===== config.mk =====
export PLATFORM = sky130hd
export DESIGN_NAME = fetch_unit
export DESIGN_NICKNAME = d
export VERILOG_FILES = /design/src/rtl/fetch_unit.sv
export SDC_FILE = /design/constraint.sdc
export NUM_CORES = 1
export LEC_CHECK = 0
export CAP_MARGIN = 20
export CELL_PAD_IN_SITES_DETAIL_PLACEMENT = 1
export CELL_PAD_IN_SITES_GLOBAL_PLACEMENT = 2
export CORE_ASPECT_RATIO = 1.4
export CORE_MARGIN = 10
export CORE_UTILIZATION = 34
export DETAILED_ROUTE_END_ITERATION = 16
export PLACE_DENSITY_LB_ADDON = 0.3
export SLEW_MARGIN = 10
export SYNTH_ARGS = -nofsm -noshare
export SYNTH_HDL_FRONTEND = slang
export SYNTH_SLANG_ARGS = --single-unit

===== constraint.sdc =====
create_clock -name i_clk -period 5.7 [get_ports i_clk]
set_input_delay 1.14 -clock i_clk [delete_from_list [all_inputs] [get_ports i_clk]]
set_output_delay 1.14 -clock i_clk [all_outputs]
set_load 0.02 [all_outputs]

===== src/rtl/fetch_unit.sv =====
// Instruction fetch stage: PC, single-outstanding imem requests, IF/ID register, one-entry skid buffer.
// Optional macro FETCH_MISALIGN_CHECK_EN adds a sticky misaligned-redirect flag and a HALT state.
module fetch_unit #(
    parameter logic [63:0] RESET_PC  = 64'h0000_0000_8000_0000,
    parameter logic [31:0] NOP_INSTR = 32'h0000_0013
) (
    input  logic        i_clk,
    input  logic        i_arst,
    output logic        o_imem_req,
    output logic [63:0] o_imem_addr,
    input  logic        i_imem_ack,
    input  logic [31:0] i_imem_rdata,
    input  logic        i_stall_d,
    input  logic        i_redirect,
    input  logic [63:0] i_redirect_pc,
`ifdef FETCH_MISALIGN_CHECK_EN
    output logic        o_misaligned,
`endif
    output logic        o_valid_d,
    output logic [31:0] o_instr_d,
    output logic [63:0] o_pc_d,
    output logic [63:0] o_pc_plus4_d
);

`ifdef FETCH_MISALIGN_CHECK_EN
    typedef enum logic [2:0] {S_IDLE, S_WAIT, S_HOLD, S_DRAIN, S_HALT} state_t;
`else
    typedef enum logic [1:0] {S_IDLE, S_WAIT, S_HOLD, S_DRAIN} state_t;
`endif

    state_t      state;
    logic [63:0] pc;
    logic [63:0] skid_pc;
    logic [31:0] skid_instr;
    logic [63:0] tgt;
    logic        halted;

`ifdef FETCH_MISALIGN_CHECK_EN
    assign tgt    = i_redirect_pc;
    assign halted = (state == S_HALT);
`else
    assign tgt    = i_redirect_pc & ~64'h3;
    assign halted = 1'b0;
`endif

    always_ff @(posedge i_clk) begin
        if (!i_arst) begin
            state        <= S_IDLE;
            pc           <= RESET_PC;
            skid_pc      <= '0;
            skid_instr   <= NOP_INSTR;
            o_imem_req   <= 1'b0;
            o_imem_addr  <= RESET_PC;
            o_valid_d    <= 1'b0;
            o_instr_d    <= NOP_INSTR;
            o_pc_d       <= '0;
            o_pc_plus4_d <= 64'd4;
`ifdef FETCH_MISALIGN_CHECK_EN
            o_misaligned <= 1'b0;
`endif
        end else if (i_redirect && !halted) begin
            // Flush wins over stall: the slot holds a younger, wrong-path instruction.
            pc           <= tgt;
            o_valid_d    <= 1'b0;
            o_instr_d    <= NOP_INSTR;
            o_pc_d       <= '0;
            o_pc_plus4_d <= 64'd4;
`ifdef FETCH_MISALIGN_CHECK_EN
            if (|i_redirect_pc[1:0]) begin
                o_misaligned <= 1'b1;
                state        <= S_HALT;
                o_imem_req   <= 1'b0;
            end else
`endif
            if ((state == S_WAIT || state == S_DRAIN) && !i_imem_ack) begin
                // Request still in flight: keep presenting the old address until its ack.
                state      <= S_DRAIN;
                o_imem_req <= 1'b1;
            end else begin
                // A same-cycle ack (even a stale one in DRAIN) retires the old request.
                state       <= S_WAIT;
                o_imem_req  <= 1'b1;
                o_imem_addr <= tgt;
            end
        end else begin
            case (state)
                S_IDLE: begin
                    state       <= S_WAIT;
                    o_imem_req  <= 1'b1;
                    o_imem_addr <= pc;
                end
                S_WAIT: begin
                    if (i_imem_ack) begin
                        pc          <= pc + 64'd4;
                        o_imem_addr <= pc + 64'd4;
                        if (!i_stall_d) begin
                            o_valid_d    <= 1'b1;
                            o_instr_d    <= i_imem_rdata;
                            o_pc_d       <= pc;
                            o_pc_plus4_d <= pc + 64'd4;
                        end else begin
                            skid_instr <= i_imem_rdata;
                            skid_pc    <= pc;
                            state      <= S_HOLD;
                            o_imem_req <= 1'b0;
                        end
                    end else if (!i_stall_d) begin
                        o_valid_d    <= 1'b0;
                        o_instr_d    <= NOP_INSTR;
                        o_pc_d       <= '0;
                        o_pc_plus4_d <= 64'd4;
                    end
                end
                S_HOLD: begin
                    if (!i_stall_d) begin
                        o_valid_d    <= 1'b1;
                        o_instr_d    <= skid_instr;
                        o_pc_d       <= skid_pc;
                        o_pc_plus4_d <= skid_pc + 64'd4;
                        state        <= S_WAIT;
                        o_imem_req   <= 1'b1;
                    end
                end
                S_DRAIN: begin
                    if (i_imem_ack) begin
                        state       <= S_WAIT;
                        o_imem_addr <= pc;
                    end
                end
                default: ;  // HALT: parked until reset
            endcase
        end
    end

endmodule


==> results.tsv <==
metric	value	unit
status	complete, no violations	
R2R Path End	o_pc_plus4_d[58]$_SDFFE_PP0P_	
CTS sink cnt	378	
Fin. Hold Viols	0	
first-pass GRT wire length	127000	um
Fill cells	6982	
CP arrival	4.12	ns
worst r2r src	pc[2]$_SDFFE_PN0P_	
#FFs+latches synth	378	
first drt pass iteration count	5	
fin nets	2820	
layout cells sized above 1	5.28	%
Crit path top cell by count	nand3_1	
First DRT Iteration DRCs	1345	
Routability Congestion	0.855	
FFs w/ async S/R, synth	0	%
clock buffer depth	3	
worst setup margin	2.03	ns
antenna viol nets, final	0	
Clk Latency, worst-skew pair	0.59	ns
root buf cell	clkbuf_16	
Initial Util	34.3	%
Max-Cap Viols	0	
vias per inst	5.65	
CP Capture Point	o_pc_plus4_d[58]$_SDFFE_PP0P_	
crit-path max cell delay	0.65	ns
P_leak	8.52	nW
largest net degree at the start of global routing	101	
CTS H-tree depth	2	
drt wl/cell	23.7	um
GRT Total Usage	23.2	%
initial antenna violation count	1	
Max Fclk	0.272	GHz
vias in the first global route	20212	
Final min period	3.67	ns
max_slew headroom	28.1	%
Mapped Area	20100	sq um
ant diodes	0	
slowest CP cell	nand3_1	
maximum vdd ir drop	176	uV
Setup crit start	pc[2]$_SDFFE_PN0P_	
crit path cell chain	ha_1 > nand3_1 > nor4_4 > buf_4 > nand3_1 > o31a_1 > o21ai_0 > a31oi_1	
CTS Hold Bufs	0	
number of setup violations in the final report	0	
Yosys cell types	63	
Die Ht	308	um
final setup TNS	0	ns
CTS tree	done	
post-cts sizing count	0	
Mapped Cells	2598	
dpl ws	1.71	ns
total CTS buffers	42	
via count	19749	
chip width	225	um
Worst setup SP type	register	
Port Buffers	318	
worst path required time	6.15	ns
synthesized area per cell	7.73	sq um
max-slew violation count	0	
area delta synth->final	23.7	%
final WL	82900	um
Hold Crit Class	register to register	
Clock Skew	0.0319	ns
pwr/cell area	299	nW/um^2
Max FO, Critical Path	21	
post-detail-place hpwl	58900	um
Final Power	7.42	mW
Worst-path clk slew	0.06	ns
die area	69400	sq um
Slew @ Worst Pin	1.08	ns
synth warn	0	
FF-to-FF setup slack	2.03	ns
post-CTS setup repair buffer count	0	
number of enable flip-flop cells after synthesis	0	
kind of critical path	register to register	
commonest non-fill, non-tap cells in the layout	dfxtp_1, nand2_1, clkdlybuf4s50_1	
worst r2r path cells	8	
DR DRC count	0	
Primary FF master, synth	dfxtp_1	
commonest non-fill, non-tap cell in the layout	dfxtp_1	
core area	58600	sq um
Row Count	105	
Worst setup EP type	register	
Seq/Total Area, Yosys	37.7	%
GR Overflow Total	0	
period utilisation layout	64.4	%
I/O Pins	327	
RSZ-0062 raised after global routing	no	
[routing by layer]
metal / share of wire [%] / track usage, %
met5: 0.011 / 0
met4: 2.7 / 6.69
met3: 6.5 / 4.90
met2: 45 / 36.8
met1: 46 / 31.1
[how the worst min path moves through the flow]
stage / from / endpoint / slack [ns] / cells past startpoint
after floorplan: skid_instr[10]$_SDFFE_PN0P_ / skid_instr[10]$_SDFFE_PN0P_ / 0.44 / 2
after global placement: o_imem_addr[51]$_SDFFE_PN0P_ / o_imem_addr[51]$_SDFFE_PN0P_ / 0.44 / 2
after detailed placement: o_imem_addr[53]$_SDFFE_PN0P_ / o_imem_addr[53]$_SDFFE_PN0P_ / 0.43 / 2
after CTS: o_imem_addr[53]$_SDFFE_PN0P_ / o_imem_addr[53]$_SDFFE_PN0P_ / 0.45 / 2
after global routing: o_imem_addr[51]$_SDFFE_PN0P_ / o_imem_addr[51]$_SDFFE_PN0P_ / 0.48 / 2
final: o_imem_addr[51]$_SDFFE_PN0P_ / o_imem_addr[51]$_SDFFE_PN0P_ / 0.45 / 2
[power breakdown]
group	switching [mW]	total (mW)	internal, mW
Clock	1.20	2.80	1.60
Combinational	0.976	1.59	0.619
Sequential	0.204	3.03	2.82
[worst max-delay path, delay by kind of cell (launching register included)]
family | cells | cell delay [ns]
buf+inv | 1 | 0.29
fa+ha+maj | 1 | 0.44
simple gates | 3 | 1.36
compound gates | 3 | 0.83
flops | 1 | 0.63
[cell families after synthesis]
| kind of cell | synth area share (%) |
|---|---|
| muxes | 0.149 |
| other | 0.0187 |
| adders and majority gates | 0.374 |
| buffers and inverters | 6.33 |
| and+or+nand+nor | 27.0 |
| xor gates and xnor gates | 8.19 |
| DFF | 37.7 |
| AOI/OAI and AO/OA | 20.3 |
[final cells by class]
cell class                      instances  area, sq um  area share [%]
Multi-Input combinational cell       1913        11400            45.7
Tap cell                              749          937            3.77
Clock inverter                         14          149           0.599
Clock buffer                           62         1240            4.98
Timing Repair Buffer                  356         3520            14.1
Inverter                               22         82.6           0.332
Sequential cell                       378         7570            30.4
[sequential cells by signal, indices dropped and copies added, names as in the netlist]
signal and cells:
o_imem_addr 62, o_imem_req 1, o_instr_d 32, o_pc_d 62, o_pc_plus4_d 62, o_valid_d 1, pc 62, skid_instr 32
skid_pc 62, state 2
[Yosys cell counts, types with 63 or more instances]
cell        n  area share (%)
nand2_1   349             6.5
xor2_1     63             2.7
a21boi_0  115             4.3
nand3_1    71             1.8
nor2_1    199             3.7
and3_1     94             2.9
o21ai_0   118             2.9
nor3_1    163             4.1
dfxtp_1   378              38
clkbuf_1  218             4.1
a21oi_1   111             2.8
xnor2_1   125             5.4
a211oi_1   75             2.8
[through the flow]
stage               hold WS [ns]  instances  util (%)  area (sq um)
finish                     0.450       3494      42.4         24900
global route               0.479       3494      42.4         24900
CTS                        0.449       3492      42.4         24800
detailed placement         0.432       3416      40.0         23400
global placement           0.435       3416      40.0         23400
floorplan                  0.444       2603         -         20100
No activity file was read; power rests on OpenSTA's default activity.
